### src/rtl/fetch_stage_pkg.sv
// Shared types and constants for the instruction-fetch stage.
// Latency: n/a (declarations only).
// Backpressure: n/a (declarations only).
package fetch_stage_pkg;

  localparam int INST_W = 16;
  localparam int ADDR_W = 16;

  // Byte increment between consecutive 16-bit instructions.
  localparam logic [ADDR_W-1:0] PC_INC = 16'd2;

  // RUN: may issue; WAIT: request outstanding; DRAIN: outstanding response
  // will be discarded; HALTED: idle until reset.
  typedef enum logic [1:0] {
    ST_RUN    = 2'd0,
    ST_WAIT   = 2'd1,
    ST_DRAIN  = 2'd2,
    ST_HALTED = 2'd3
  } fetch_state_t;

  // One buffered fetch result: the address it came from and the instruction.
  typedef struct packed {
    logic [ADDR_W-1:0] pc;
    logic [INST_W-1:0] inst;
  } fetch_entry_t;

endpackage

### src/rtl/fetch_stage_if.sv
// Bundle of the fetch stage's memory, control and IF/ID signals.
// Latency: n/a (wiring only).
// Backpressure: imem_req held until imem_ack; stall holds IF/ID.
interface fetch_stage_if;
  import fetch_stage_pkg::*;

  // Instruction memory handshake
  logic              imem_req;
  logic [ADDR_W-1:0] imem_addr;
  logic              imem_ack;
  logic [INST_W-1:0] imem_data;

  // Control from hazard unit / branch logic
  logic              stall;
  logic              redirect;
  logic [ADDR_W-1:0] redirect_pc;
  logic              halt;

  // IF/ID pipeline register
  logic              if_id_valid;
  logic [INST_W-1:0] if_id_inst;
  logic [ADDR_W-1:0] if_id_pc;
  logic [ADDR_W-1:0] if_id_pc_next;
  logic              halted;

  // Fetch stage side
  modport master (
    output imem_req, imem_addr,
    input  imem_ack, imem_data,
    input  stall, redirect, redirect_pc, halt,
    output if_id_valid, if_id_inst, if_id_pc, if_id_pc_next, halted
  );

  // Memory / decode / hazard side
  modport slave (
    input  imem_req, imem_addr,
    output imem_ack, imem_data,
    output stall, redirect, redirect_pc, halt,
    input  if_id_valid, if_id_inst, if_id_pc, if_id_pc_next, halted
  );

endinterface

### src/rtl/fetch_stage_fifo.sv
// Small circular FIFO of fetch entries with push, pop and flush.
// Latency: push visible at head one cycle later; head is read combinationally.
// Backpressure: pop on empty ignored; push on full accepted only with a pop.
module fetch_fifo
  import fetch_stage_pkg::*;
#(
  parameter int DEPTH = 2,
  localparam int PTR_W = $clog2(DEPTH),
  localparam int CNT_W = $clog2(DEPTH) + 1
) (
  input  logic             clk,
  input  logic             rst,
  input  logic             i_push,
  input  fetch_entry_t     i_push_dat,
  input  logic             i_pop,
  input  logic             i_flush,
  output fetch_entry_t     o_head_dat,
  output logic [CNT_W-1:0] o_count,
  output logic             o_full,
  output logic             o_empty
);

  fetch_entry_t     r_mem [DEPTH];
  logic [PTR_W-1:0] r_rd_ptr;
  logic [PTR_W-1:0] r_wr_ptr;
  logic [CNT_W-1:0] r_count;
  logic             w_do_pop;
  logic             w_do_push;

  assign o_empty    = (r_count == '0);
  assign o_full     = (r_count == CNT_W'(DEPTH));
  assign o_count    = r_count;
  assign o_head_dat = r_mem[r_rd_ptr];

  // A full FIFO can still take a push when the head leaves in the same cycle.
  assign w_do_pop  = i_pop && !o_empty;
  assign w_do_push = i_push && (!o_full || w_do_pop);

  // Pointers and occupancy; flush wins over any push/pop in the same cycle.
  always_ff @(posedge clk) begin
    if (!rst) begin
      r_rd_ptr <= '0;
      r_wr_ptr <= '0;
      r_count  <= '0;
    end else if (i_flush) begin
      r_rd_ptr <= '0;
      r_wr_ptr <= '0;
      r_count  <= '0;
    end else begin
      if (w_do_push) r_wr_ptr <= r_wr_ptr + 1'b1;
      if (w_do_pop)  r_rd_ptr <= r_rd_ptr + 1'b1;
      r_count <= r_count + CNT_W'(w_do_push) - CNT_W'(w_do_pop);
    end
  end

  // Entry storage needs no reset: occupancy decides what is meaningful.
  always_ff @(posedge clk) begin
    if (w_do_push && !i_flush) r_mem[r_wr_ptr] <= i_push_dat;
  end

endmodule

### src/rtl/fetch_stage.sv
// Instruction fetch: owns the PC, requests imem, buffers results, drives IF/ID.
// Latency: same-cycle ack in cycle N reaches IF/ID at the edge ending N+1.
// Backpressure: stall holds IF/ID; new requests only while FIFO space is reserved.
module fetch_stage #(
  parameter logic [15:0] RESET_PC = 16'h0000,
  parameter logic [15:0] PC_INC   = fetch_stage_pkg::PC_INC,
  parameter int          DEPTH    = 2
) (
  input logic           clk,
  input logic           rst,
  fetch_stage_if.master fe_if
);
  import fetch_stage_pkg::ADDR_W;
  import fetch_stage_pkg::INST_W;
  import fetch_stage_pkg::fetch_state_t;
  import fetch_stage_pkg::fetch_entry_t;
  import fetch_stage_pkg::ST_RUN;
  import fetch_stage_pkg::ST_WAIT;
  import fetch_stage_pkg::ST_DRAIN;
  import fetch_stage_pkg::ST_HALTED;

  localparam int CNT_W = $clog2(DEPTH) + 1;

  fetch_state_t      r_state;
  fetch_state_t      w_state_nxt;
  logic [ADDR_W-1:0] r_pc;
  logic [ADDR_W-1:0] w_pc_nxt;
  logic [ADDR_W-1:0] r_req_addr;
  logic [ADDR_W-1:0] w_req_addr_nxt;
  logic [ADDR_W-1:0] w_addr;
  logic              w_req;
  logic              w_push;
  logic              w_pop;
  logic              w_redir;
  logic              w_issue_ok;

  logic              r_if_id_valid;
  logic [INST_W-1:0] r_if_id_inst;
  logic [ADDR_W-1:0] r_if_id_pc;

  fetch_entry_t      w_push_dat;
  fetch_entry_t      w_head_dat;
  logic [CNT_W-1:0]  w_fifo_count;
  logic              w_fifo_full;
  logic              w_fifo_empty;

  // Halt (and an already-halted stage) masks redirects completely.
  assign w_redir = fe_if.redirect && !fe_if.halt && (r_state != ST_HALTED);
  // A redirect flushes instead of popping.
  assign w_pop   = !fe_if.stall && !w_redir && !w_fifo_empty;
  // Space is reserved at issue time so the response can always be pushed.
  assign w_issue_ok = !fe_if.halt && ((w_fifo_count < CNT_W'(DEPTH)) || w_pop);

  assign w_push_dat.pc   = w_addr;
  assign w_push_dat.inst = fe_if.imem_data;

  fetch_fifo #(.DEPTH(DEPTH)) u_fifo (
    .clk        (clk),
    .rst        (rst),
    .i_push     (w_push && (!w_fifo_full || w_pop)),
    .i_push_dat (w_push_dat),
    .i_pop      (w_pop),
    .i_flush    (w_redir),
    .o_head_dat (w_head_dat),
    .o_count    (w_fifo_count),
    .o_full     (w_fifo_full),
    .o_empty    (w_fifo_empty)
  );

  // Next state, request and push decisions; a redirect always reloads the PC.
  always_comb begin
    w_state_nxt    = r_state;
    w_pc_nxt       = r_pc;
    w_req_addr_nxt = r_req_addr;
    w_addr         = r_req_addr;
    w_req          = 1'b0;
    w_push         = 1'b0;
    case (r_state)
      ST_RUN: begin
        w_addr = r_pc;
        if (w_issue_ok) begin
          w_req = 1'b1;
          if (fe_if.imem_ack) begin
            w_push   = !w_redir;
            w_pc_nxt = r_pc + PC_INC;
          end else begin
            w_req_addr_nxt = r_pc;
            w_state_nxt    = w_redir ? ST_DRAIN : ST_WAIT;
          end
        end else if (fe_if.halt) begin
          w_state_nxt = ST_HALTED;
        end
      end
      ST_WAIT: begin
        w_req = 1'b1;
        if (fe_if.imem_ack) begin
          if (w_redir) begin
            w_state_nxt = ST_RUN;
          end else begin
            w_push      = 1'b1;
            w_pc_nxt    = r_pc + PC_INC;
            w_state_nxt = fe_if.halt ? ST_HALTED : ST_RUN;
          end
        end else if (w_redir) begin
          w_state_nxt = ST_DRAIN;
        end
      end
      ST_DRAIN: begin
        w_req = 1'b1;
        if (fe_if.imem_ack) w_state_nxt = fe_if.halt ? ST_HALTED : ST_RUN;
      end
      default: ;
    endcase
    if (w_redir) w_pc_nxt = fe_if.redirect_pc;
  end

  // Fetch state, PC and the address of the outstanding request.
  always_ff @(posedge clk) begin
    if (!rst) begin
      r_state    <= ST_RUN;
      r_pc       <= RESET_PC;
      r_req_addr <= RESET_PC;
    end else begin
      r_state    <= w_state_nxt;
      r_pc       <= w_pc_nxt;
      r_req_addr <= w_req_addr_nxt;
    end
  end

  // IF/ID register: squash on redirect, hold on stall, otherwise pop or bubble.
  always_ff @(posedge clk) begin
    if (!rst) begin
      r_if_id_valid <= 1'b0;
      r_if_id_inst  <= '0;
      r_if_id_pc    <= '0;
    end else if (w_redir) begin
      r_if_id_valid <= 1'b0;
    end else if (!fe_if.stall) begin
      r_if_id_valid <= w_pop;
      if (w_pop) begin
        r_if_id_inst <= w_head_dat.inst;
        r_if_id_pc   <= w_head_dat.pc;
      end
    end
  end

  // No request while reset is held, so a pending ack is never consumed.
  assign fe_if.imem_req      = w_req && rst;
  assign fe_if.imem_addr     = w_addr;
  assign fe_if.halted        = (r_state == ST_HALTED);
  assign fe_if.if_id_valid   = r_if_id_valid;
  assign fe_if.if_id_inst    = r_if_id_inst;
  assign fe_if.if_id_pc      = r_if_id_pc;
  // Forced to zero while reset is held so every IF/ID output reads 0 then.
  assign fe_if.if_id_pc_next = rst ? (r_if_id_pc + PC_INC) : '0;

endmodule

### src/flat_wrapper.sv
// flat-port wrapper written by rule: the top's interface ports become plain ports
module fetch_stage_flat import fetch_stage_pkg::ADDR_W; import fetch_stage_pkg::INST_W; import fetch_stage_pkg::fetch_state_t; import fetch_stage_pkg::fetch_entry_t; import fetch_stage_pkg::ST_RUN; import fetch_stage_pkg::ST_WAIT; import fetch_stage_pkg::ST_DRAIN; import fetch_stage_pkg::ST_HALTED;
#(
  parameter logic [15:0] RESET_PC = 16'h0000,
  parameter logic [15:0] PC_INC   = fetch_stage_pkg::PC_INC,
  parameter int          DEPTH    = 2
)
  (clk, rst, fe_if_imem_req, fe_if_imem_addr, fe_if_imem_ack, fe_if_imem_data, fe_if_stall, fe_if_redirect, fe_if_redirect_pc, fe_if_halt, fe_if_if_id_valid, fe_if_if_id_inst, fe_if_if_id_pc, fe_if_if_id_pc_next, fe_if_halted);
  fetch_stage_if fe_if_i ();
  input logic clk;
  input logic rst;
  output wire logic [$bits(fe_if_i.imem_req)-1:0] fe_if_imem_req;
  output wire logic [$bits(fe_if_i.imem_addr)-1:0] fe_if_imem_addr;
  input wire logic [$bits(fe_if_i.imem_ack)-1:0] fe_if_imem_ack;
  input wire logic [$bits(fe_if_i.imem_data)-1:0] fe_if_imem_data;
  input wire logic [$bits(fe_if_i.stall)-1:0] fe_if_stall;
  input wire logic [$bits(fe_if_i.redirect)-1:0] fe_if_redirect;
  input wire logic [$bits(fe_if_i.redirect_pc)-1:0] fe_if_redirect_pc;
  input wire logic [$bits(fe_if_i.halt)-1:0] fe_if_halt;
  output wire logic [$bits(fe_if_i.if_id_valid)-1:0] fe_if_if_id_valid;
  output wire logic [$bits(fe_if_i.if_id_inst)-1:0] fe_if_if_id_inst;
  output wire logic [$bits(fe_if_i.if_id_pc)-1:0] fe_if_if_id_pc;
  output wire logic [$bits(fe_if_i.if_id_pc_next)-1:0] fe_if_if_id_pc_next;
  output wire logic [$bits(fe_if_i.halted)-1:0] fe_if_halted;
  assign fe_if_imem_req = fe_if_i.imem_req;
  assign fe_if_imem_addr = fe_if_i.imem_addr;
  assign fe_if_i.imem_ack = fe_if_imem_ack;
  assign fe_if_i.imem_data = fe_if_imem_data;
  assign fe_if_i.stall = fe_if_stall;
  assign fe_if_i.redirect = fe_if_redirect;
  assign fe_if_i.redirect_pc = fe_if_redirect_pc;
  assign fe_if_i.halt = fe_if_halt;
  assign fe_if_if_id_valid = fe_if_i.if_id_valid;
  assign fe_if_if_id_inst = fe_if_i.if_id_inst;
  assign fe_if_if_id_pc = fe_if_i.if_id_pc;
  assign fe_if_if_id_pc_next = fe_if_i.if_id_pc_next;
  assign fe_if_halted = fe_if_i.halted;
  fetch_stage #(.RESET_PC(RESET_PC), .PC_INC(PC_INC), .DEPTH(DEPTH)) u_core (.clk(clk), .rst(rst), .fe_if(fe_if_i));
endmodule
### config.mk
export PLATFORM = sky130hd
export DESIGN_NAME = fetch_stage_flat
export DESIGN_NICKNAME = d
export VERILOG_FILES = /design/src/rtl/fetch_stage_pkg.sv /design/src/rtl/fetch_stage_if.sv /design/src/rtl/fetch_stage_fifo.sv /design/src/rtl/fetch_stage.sv /design/src/flat_wrapper.sv
export SDC_FILE = /design/constraint.sdc
export NUM_CORES = 1
export LEC_CHECK = 0
export BUFFER_PORTS_ARGS = -buffer_cell sky130_fd_sc_hd__buf_2
export CORE_MARGIN = 4
export CORE_UTILIZATION = 55
export DETAILED_ROUTE_END_ITERATION = 8
export MAX_ROUTING_LAYER = met4
export PLACE_DENSITY_LB_ADDON = 0.25
export SLEW_MARGIN = 20
export SYNTH_ARGS = -nofsm -noshare
export SYNTH_HDL_FRONTEND = slang
export SYNTH_SLANG_ARGS = --single-unit
### constraint.sdc
create_clock -name clk -period 4.45 [get_ports clk]
set_clock_uncertainty 0.15 [all_clocks]
set_input_delay 0.6675 -clock clk [delete_from_list [all_inputs] [get_ports clk]]
set_output_delay 0.6675 -clock clk [all_outputs]
set_load 0.02 [all_outputs]
# Word-level counts from Yosys, hierarchy flattened

Memory sizes are Yosys's and may differ from the RTL's. A register that Yosys moved wholly into a read port is not among the register bits.
Cells that the tools add are included.

Register bits after elaboration: 39
Memory bits (writable): 64
Input bits: 38
Output and inout port bits: 67
Memories: 1

$add $sub $neg: 6
Order comparisons: 1
Equal/unequal tests: 10
Mux-type cells: 25
Bitwise operators: 4
Reduce and logical (&&, ||, !) cells: 29

Memory list:

| name                | depth | width | rd ports | clocked after memory_dff | write ports | line                   | RTL |
|---|---|---|---|---|---|---|---|
| u_core.u_fifo.r_mem | 2     | 32    | 1        | 1                        | 1           | fetch_stage_fifo.sv:23 | `fetch_entry_t r_mem [DEPTH];` |

Operators with widths:

| operator                                       | count |
|---|---|
| two-way mux 16 bit                             | 5 |
| adder 16 x 2 -> 16 bit (second input constant) | 2 |
| one-hot mux 16 bit (2 select lines)            | 1 |
| two-way mux 2 bit                              | 9 |
| logical AND 1 bit                              | 10 |
| two-way mux 1 bit                              | 7 |
| == test 2 bit (second input constant)          | 3 |
| zero test 1 bit                                | 6 |
| != test 3 x 2 -> 1 bit (second input constant) | 2 |
| one-hot mux 2 bit (3 select lines)             | 1 |
| AND reduction 3 bit                            | 2 |
| nonzero test 3 bit                             | 2 |
| AND reduction 5 bit                            | 1 |
| zero test 2 bit                                | 2 |
| != test 2 bit (second input constant)          | 2 |
| inverter 1 bit                                 | 4 |
| one-hot mux 1 bit (2 select lines)             | 2 |
| OR reduction 2 bit                             | 2 |
| logical OR 1 bit                               | 3 |
| != test 3 x 1 -> 1 bit (second input constant) | 1 |
| != test 3 bit (second input constant)          | 1 |
| adder 1 bit (second input constant)            | 2 |
| adder 2 x 1 -> 2 bit                           | 1 |
| == test 2 x 1 -> 1 bit (second input constant) | 1 |
| other kinds (3)                                | 3 |

# Depth between registers and ports, before layout

Gate-level depths: netlist of the first run.

Word-level depth: 15
Gate-level depth with buffers: 12
Depth with buffers taken out: 11

# By module

Synthesis of the first run repeated with hierarchy kept, for this count alone.

Cells, all modules: 571
Area total of the unflattened synthesis: 6154.7 um2

By module, submodules not included:

| module      | instances | cells an instance | area each (um2) | sequential area each (um2) |
|---|---|---|---|---|
| fetch_stage | 1         | 439               | 3595.9          | 1341.3 |
| fetch_fifo  | 1         | 132               | 2558.7          | 2021.9 |

# Worst setup path before layout of the first run

No wires, ideal clock.

Path type: input port to flip-flop
From: input fe_if_redirect
To: memory u_core.u_fifo.r_mem[0][0] in the netlist's numbering (enable)
Library setup time: 0.421 ns
Arrival time: 2.877 ns
Path slack: 1.002 ns
Cell stages on the path: 5
Path buffers: 0
Path through: nor2b_1 o21ai_0 and2_1 o2111ai_1 nor2_1

Longest elaborated chain between the ends: 14
Elaborated cells between the ends (all ways): 20

RTL lines:

| what                                        | line                                                         | RTL |
|---|---|---|
| start, declared                             | flat_wrapper.sv:17                                           | `input wire logic [$bits(fe_if_i.redirect)-1:0] fe_if_redirect;` |
| logical AND 1 bit (*) (2 in a row)          | fetch_stage.sv:48                                            | `assign w_redir = fe_if.redirect && !fe_if.halt && (r_state != ST_HALTED);` |
| zero test 1 bit                             | fetch_stage_fifo.sv:58, fetch_stage.sv:50, fetch_stage.sv:84 |  |
| logical AND 1 bit (2 in a row)              | fetch_stage.sv:50                                            | `assign w_pop = !fe_if.stall && !w_redir && !w_fifo_empty;` |
| logical OR 1 bit                            | fetch_stage.sv:52                                            | `assign w_issue_ok = !fe_if.halt && ((w_fifo_count < CNT_W'(DEPTH)) \|\| w_pop);` |
| logical AND 1 bit                           | fetch_stage.sv:52                                            |  |
| two-way mux 1 bit                           | fetch_stage.sv:81                                            | `if (w_issue_ok) begin` |
| one-hot mux 1 bit (2 select lines)          | fetch_stage.sv:78                                            | `case (r_state)` |
| logical AND 1 bit                           | fetch_stage.sv:60                                            | `.i_push (w_push && (!w_fifo_full \|\| w_pop)),` |
| logical AND 1 bit                           | fetch_stage_fifo.sv:37                                       | `assign w_do_push = i_push && (!o_full \|\| w_do_pop);` |
| logical AND 1 bit (*)                       | fetch_stage_fifo.sv:58                                       | `if (w_do_push && !i_flush) r_mem[r_wr_ptr] <= i_push_dat;` |
| two-way mux 1 bit (*)                       | fetch_stage_fifo.sv:58                                       |  |
| two-way mux 1 bit (implied by the code) (*) | fetch_stage_fifo.sv:58                                       |  |
| end, declared                               | fetch_stage_fifo.sv:23                                       |  |

Mark *: on every way between the ends. The rest lies on a longest branch, timed or not.

# Worst setup path after layout of the first run

From: register u_core.r_state[0]
To: memory u_core.u_fifo.r_mem[0][30] in the netlist's numbering (enable)

Longest elaborated chain between the ends: 14
Elaborated cells between the ends (all ways): 22

RTL lines:

| what                                        | line                                                         | RTL |
|---|---|---|
| start, declared                             | fetch_stage.sv:24                                            | `fetch_state_t r_state;` |
| start signal, assigned                      | fetch_stage.sv:124                                           | `r_state <= w_state_nxt;` |
| != test 2 bit                               | fetch_stage.sv:48                                            |  |
| logical AND 1 bit                           | fetch_stage.sv:48                                            |  |
| zero test 1 bit                             | fetch_stage_fifo.sv:58, fetch_stage.sv:50, fetch_stage.sv:84 |  |
| logical AND 1 bit (2 in a row)              | fetch_stage.sv:50                                            |  |
| logical OR 1 bit                            | fetch_stage.sv:52                                            |  |
| logical AND 1 bit                           | fetch_stage.sv:52                                            |  |
| two-way mux 1 bit                           | fetch_stage.sv:81                                            |  |
| one-hot mux 1 bit (2 select lines)          | fetch_stage.sv:78                                            |  |
| logical AND 1 bit                           | fetch_stage.sv:60                                            |  |
| logical AND 1 bit                           | fetch_stage_fifo.sv:37                                       |  |
| logical AND 1 bit (*)                       | fetch_stage_fifo.sv:58                                       |  |
| two-way mux 1 bit (*)                       | fetch_stage_fifo.sv:58                                       |  |
| two-way mux 1 bit (implied by the code) (*) | fetch_stage_fifo.sv:58                                       |  |

Marks and branches as above.

==> metrics.txt, run 1 <==
status complete, no violations; critical setup path kind flop to flop; crit path cell chain inv_1, ha_1, and2b_2, and2_1, o2111ai_1, nor2_4; RSZ-0062 raised after global routing no; Port Buffers 104; total power 3670 µW; Cell Area, Synth 5870 µm²; largest net degree at the start of global routing 67; CTS H-tree depth 4; initial DRC count between 300 and 400; Die Wd about 110 µm; IO Count 105; Post-synth EDFFs 64; Max-slew headroom between 30% and 40%; Final Setup Violations 0; final worst-path cycle share approximately three quarters; synthesis-stage register bit count about 140; ant diodes 0; nature of the critical path endpoint flop; Syn Area/Cell 11.4 µm²; DR vias 4303; Rows 37; CP Max Fanout 32; WL per Instance between 15 and 20 µm; Synth top area share 32.7%; Worst EP required 4.42 ns; postcts setup bufs 0; asr flop ratio synth 0%; Max Root-Sink Buffers 2; WP buf/inv 1; CTS buffer count 17; Worst Path Arrival 3.36 ns; worst skew pair latency 0.50 ns; Post-CTS Resized 0; global-route wire length before repair 20200 µm; DRC viols 0; DP Cell Count roughly 730; Sequential cell area 3340 µm²; Routability Congestion around 0.9; post-route cell area 7010 µm²; Routed Antenna Nets 0; post-synth top area cell edfxtp_1; CTS clk-pin slew, worst paths 0.06 ns; Root Buffer clkbuf_8; prevailing post-synth register cell dfxtp_1; final number of max-transition violations 0; layout cells sized above 1 26.3%; max_cap viols 0; Critical-path top delay cell nor2_4; Max Fclk 0.295 GHz; Final Critical Period roughly 3.4 ns; largest cells by area after synthesis edfxtp_1 33%, dfxtp_1 24%, mux2i_1 6.1%; die outline height 111 µm; Placeable Area 10400 µm²; final hold vios 0; min-delay worst type primary input to flop; initial antenna violation count 0; total clock sinks 135; top post-synthesis cells by count 79 x nand2_1, 71 x dfxtp_1, 64 x edfxtp_1, 36 x mux2i_1, 32 x o211a_1; area grow syn2layout 19.4%; full die area 12400 µm²; Initial Util 56.6%; power per cell area 523 nW/µm²; delay-heaviest family, CP simple AND/OR/NAND/NOR gates; fillers 791; placed cell areas 6470 µm²; Netlist cell types 44; Post-layout nets 658; Post-Syn Instances 517; slowest cell delay on critical path 0.86 ns; hold_buf cts 0; final core utilization approximately two thirds; worst vdd ir 0.000229 V; vias in the first global route 4116; drt pass-1 iters 5; Multi-input gate area 2370 µm²; final setup TNS 0 ns; worst slew pin tran about 1.0 ns; register area share after synthesis between 50% and 60%; WL final 12400 µm; global route overflow 0; hpwl dp 8320 µm; synth warn 0; LEAKAGE 0.00300 µW; count leader, synth nand2_1; TritonCTS clock tree done; Vias/cell 5.66; Setup crit start kind flop; syn_nets 564; fin cells 760; gr usage total about a fifth
==> report_power, final <==
group / total (µW) / leakage (µW) / internal [µW] / switching, µW
clock network: 1270 / 0.000252 / 743 / 526
logic: 787 / 0.00159 / 308 / 479
registers: 1610 / 0.00115 / 1480 / 130
==> kinds of logic (layout without fill, tap and decap cells) <==
kind of cell	after synthesis	count (layout)	share of synthesized area, %
mux	52	52	9.21
xor+xnor	21	21	3.13
simple gates	155	155	12.6
fa+ha+maj	9	9	1.92
compound gates	103	103	13.2
buf+inv	42	149	2.96
flops	135	135	56.9
==> metal layers <==
metal | track usage, % | up-vias | routed length [µm] | share of wire (%)
met1 | 25.6 | 2057 | 5400 | 44
met4 | 8.11 | 0 | 265 | 2.1
li1 | - | 2066 | - | -
met5 | - | - | 0 | 0
met3 | 5.19 | 25 | 774 | 6.2
met2 | 32.9 | 155 | 5950 | 48
==> area by class of cell <==
| class | count | share of cell area, % |
|---|---|---|
| Clock inverter | 14 | 1.78 |
| Inverter | 10 | 0.535 |
| Sequential cell | 135 | 47.7 |
| Clock buffer | 18 | 5.96 |
| Timing Repair Buffer | 107 | 7.74 |
| Tap cell | 136 | 2.43 |
| Multi-Input combinational cell | 340 | 33.9 |
==> flip-flops by register name, indices dropped and copies added (netlist names) <==
name                      flops
u_core.u_fifo.r_wr_ptr        1
u_core.u_fifo.o_count         2
u_core.u_fifo.r_rd_ptr        1
u_core.fe_if.if_id_pc        16
u_core.u_fifo.r_mem          64
u_core.fe_if.if_id_valid      1
u_core.r_state                2
u_core.fe_if.if_id_inst      16
u_core.r_req_addr            16
u_core.r_pc                  16
==> worst paths after layout <==
kind / from / end / slack (ns) / cells past startpoint
worst max-delay path: u_core.r_state[0]$_SDFFE_PN0P_ / u_core.u_fifo.r_mem[0][30]$_DFFE_PP_ / 1.06 / 6
worst max register to register: u_core.r_state[0]$_SDFFE_PN0P_ / u_core.u_fifo.r_mem[0][30]$_DFFE_PP_ / 1.06 / 6
worst min-delay path: fe_if_imem_data[7] / u_core.u_fifo.r_mem[1][7]$_DFFE_PP_ / 0.20 / 1
worst min register to register: u_core.r_req_addr[15]$_SDFFE_PN0P_ / u_core.r_req_addr[15]$_SDFFE_PN0P_ / 0.32 / 2
==> layout by cell type, fill, tap and decap left out, types with 3 or more instances in the layout <==
master | netlist | routed
buf_2 | 4 | 104
clkinvlp_4 | 0 | 5
dfxtp_1 | 71 | 70
ha_1 | 9 | 9
mux2_2 | 16 | 16
o211a_1 | 32 | 32
nor4_1 | 5 | 5
o21ai_0 | 25 | 25
and3_1 | 3 | 3
or3_1 | 8 | 8
inv_1 | 9 | 9
xnor2_1 | 15 | 15
edfxtp_1 | 64 | 64
a21boi_0 | 17 | 17
a31oi_1 | 9 | 9
nor2_1 | 10 | 8
nor2b_1 | 7 | 7
nand4_1 | 4 | 4
clkbuf_16 | 0 | 16
mux2i_1 | 36 | 36
and2_1 | 12 | 12
nand2_1 | 79 | 79
a21oi_1 | 10 | 10
nand3_1 | 15 | 15
buf_4 | 1 | 3
xor2_1 | 6 | 6
inv_6 | 0 | 4
==> per-stage QoR <==
| step | hold WS [ns] | worst slack (ns) |
|---|---|---|
| 5_1_grt | 0.177 | 0.772 |
| 2_1_floorplan | 0.283 | 1.00 |
| 4_1_cts | 0.181 | 1.06 |
| 3_3_place_gp | 0.290 | 1.22 |
| 6_report | 0.201 | 1.06 |
| 3_5_place_dp | 0.303 | 1.06 |
Power figures use the tool's default switching activity.
==> inputs of run 2 (changes only) <==
- clock period: 4.45 -> 3.2 ns (I/O delays scaled with it)
==> run 2 against run 1 <==
Sequential power increased by 39%. Cell count increased by 2.1%. Combinational power grew 42%. Core utilization grew 1.6 points. Count of clock-buffer cells in the layout is 1 lower. Total power grew 41%. Sequential share of layout area is 1.1 points lower. Setup slack got worse by 0.84 ns. Hold slack worse by 0.18 ns. Design area grew 2.4%. Die area unchanged. Non-clock buffer count up 16. Critical endpoint is now fe_if_if_id_pc_next[15].
==> metrics.txt, run 2 (synthesis gave the netlist of run 1 again) <==
worst skew pair latency 0.51 ns (was 0.50 ns); largest net degree at the start of global routing 67 (unchanged); global-route wire length before repair 20000 µm (was 20200 µm); commonest cells after routing, fill and taps aside 104 x buf_2, 79 x nand2_1, 70 x dfxtp_1 (unchanged); Worst R2R Setup Slack 0.55 ns (was 1.06 ns); postcts setup bufs 0 (unchanged); global route overflow 0 (unchanged); Max-slew headroom 30.4% (was 30.9%); Vias/cell 5.52 (was 5.66); final number of max-transition violations 0 (unchanged); Final Setup Violations 0 (unchanged); most used cell, CP nand3_1; WL per Instance 15.6 µm (was 16.3 µm); CTS H-tree depth 4 (unchanged); crit path cell chain ha_1, nand3_1, nor3_1, nand3_1, xnor2_1, and2_1, buf_2 (was inv_1, ha_1, and2b_2, and2_1, o2111ai_1, nor2_4); IO Count 105 (unchanged); Sequential cell area 3340 µm² (unchanged); RR Startpoint u_core.r_state[0]$_SDFFE_PN0P_ (unchanged); RR Endpoint u_core.u_fifo.o_count[1]$_SDFF_PP0_ (was u_core.u_fifo.r_mem[0][30]$_DFFE_PP_); Routed Antenna Nets 0 (unchanged); Root Buffer clkbuf_8 (unchanged); initial DRC count 257 (was 374); Critical-path top delay cell dfxtp_1 (was nor2_4); LEAKAGE 0.00308 µW (was 0.00300 µW); Initial Util 56.6% (unchanged); gr usage total 20.5% (was 20.7%); Rows 37 (unchanged); Worst EP required 2.57 ns (was 4.42 ns); Setup crit start kind flop (unchanged); Multi-input gate area 2370 µm² (unchanged); vias in the first global route 4088 (was 4116); Final Critical Period 2.98 ns; Port Buffers 104 (unchanged); slowest cell delay on critical path 0.43 ns (was 0.86 ns); full die area 12400 µm² (unchanged); Die Wd 111 µm (unchanged); hpwl dp 8320 µm (about the same); WL final 12100 µm (was 12400 µm); worst reg2reg path depth 11 (was 6); fillers 736 (was 791); min-delay worst type primary input to flop (unchanged); total power 5180 µW (was 3670 µW); die outline height 111 µm (unchanged); final core utilization 69.2% (was 67.6%); RSZ-0062 raised after global routing no (unchanged); max FFs per register 64 (unchanged); status complete, no violations (unchanged); Post-layout nets 674 (was 658); max_cap viols 0 (unchanged); final worst-path cycle share 93.1%; TritonCTS clock tree done (unchanged); CP Max Fanout 6 (was 32); power per cell area 722 nW/µm² (was 523 nW/µm²); worst vdd ir 0.000372 V (was 0.000229 V); worst hold stages 1 (unchanged); total clock sinks 135 (unchanged); CTS buffer count 17 (unchanged); initial antenna violation count 0 (unchanged); critical setup path kind flop to output port (was flop to flop); layout cells sized above 1 26.6% (was 26.3%); CTS clk-pin slew, worst paths 0.06 ns (about the same); drt pass-1 iters 5 (unchanged); WHS 0.0260 ns (was 0.201 ns); worst slew pin tran 1.04 ns (about the same); area grow syn2layout 22.3% (was 19.4%); ant diodes 0 (unchanged); final hold vios 0 (unchanged); final setup TNS 0 ns (unchanged); DRC viols 0 (unchanged); nature of the critical path endpoint output port (was flop); Biggest register u_core.u_fifo.r_mem (unchanged); Placeable Area 10400 µm² (unchanged); DR vias 4284 (was 4303); Routability Congestion 0.901 (was 0.892); Max Root-Sink Buffers 2 (unchanged); commonest non-fill, non-tap cell in the layout buf_2 (unchanged); Worst Path Arrival 2.35 ns (was 3.36 ns); Max Fclk 0.336 GHz; Worst Hold End u_core.u_fifo.r_mem[0][11]$_DFFE_PP_ (was u_core.u_fifo.r_mem[1][7]$_DFFE_PP_); min-delay src fe_if_imem_data[11] (was fe_if_imem_data[7])
## run 2: cell count changes in the layout (fill, tap and decap cells not counted)
cell           before  now
bufinv_16           1    2
clkinv_1            1    3
clkbuf_1            1    0
buf_4               3   10
clkinv_2            2    0
clkinv_4            1    3
clkinvlp_4          5    4
dlygate4sd3_1       0    9
inv_6               4    3
## run 2: worst max path at each step
stage,to,start,depth (start not counted)
finish,fe_if_if_id_pc_next[15],u_core.fe_if.if_id_pc[1]$_SDFFE_PN0P_,7
global route,fe_if_if_id_pc_next[13],u_core.fe_if.if_id_pc[1]$_SDFFE_PN0P_,7
CTS,fe_if_if_id_pc_next[15],u_core.fe_if.if_id_pc[1]$_SDFFE_PN0P_,7
detailed placement,u_core.u_fifo.o_count[1]$_SDFF_PP0_,u_core.r_state[0]$_SDFFE_PN0P_,11
global placement,u_core.u_fifo.o_count[1]$_SDFF_PP0_,fe_if_redirect,11
floorplan,u_core.u_fifo.r_mem[0][0]$_DFFE_PP_,u_core.r_state[0]$_SDFFE_PN0P_,6
## run 2: through the flow
step / setup WS [ns] / std cells / cell area (µm²)
2_1_floorplan: -0.239 / 517 / 5870
3_3_place_gp: 0.678 / 735 / 6520
3_5_place_dp: 0.575 / 735 / 6520
4_1_cts: 0.181 / 775 / 7170
5_1_grt: 0.0231 / 776 / 7180
6_report: 0.221 / 776 / 7180
## run 2: layer usage
metal | track usage (%) | vias to the layer above | wire [µm]
li1 | - | 2100 | -
met1 | 26.1 | 2038 | 5440
met2 | 32.2 | 134 | 5860
met3 | 5.68 | 12 | 662
met4 | 5.84 | 0 | 132
met5 | - | - | 0
## run 2: what timing repair did
item,4_1_cts,5_1_grt
endpoints found under the hold margin,15,2
hold buffers,8,1
gates resized for setup,0,0
## run 2: cell type report
class	instances	area share [%]
clock buffers	17	5.77
inverters	10	0.523
flip-flops and latches	135	46.6
well taps	136	2.37
clock inverters	15	2.14
multi-input cells	340	33.1
repair buffers	123	9.55
## run 2: power breakdown
part	total [µW]	switching, µW	internal [µW]
clock network	1830	725	1110
logic	1120	665	454
registers	2230	173	2060
total	5180	1560	3620
## run 2: worst max-delay path: cells and delay by family, from the launching register on
kind,cells,cell delay [ns]
and+or+nand+nor,4,0.91
DFF,1,0.43
adders and majority gates,1,0.22
buffers and inverters,1,0.15
xor gates and xnor gates,1,0.14
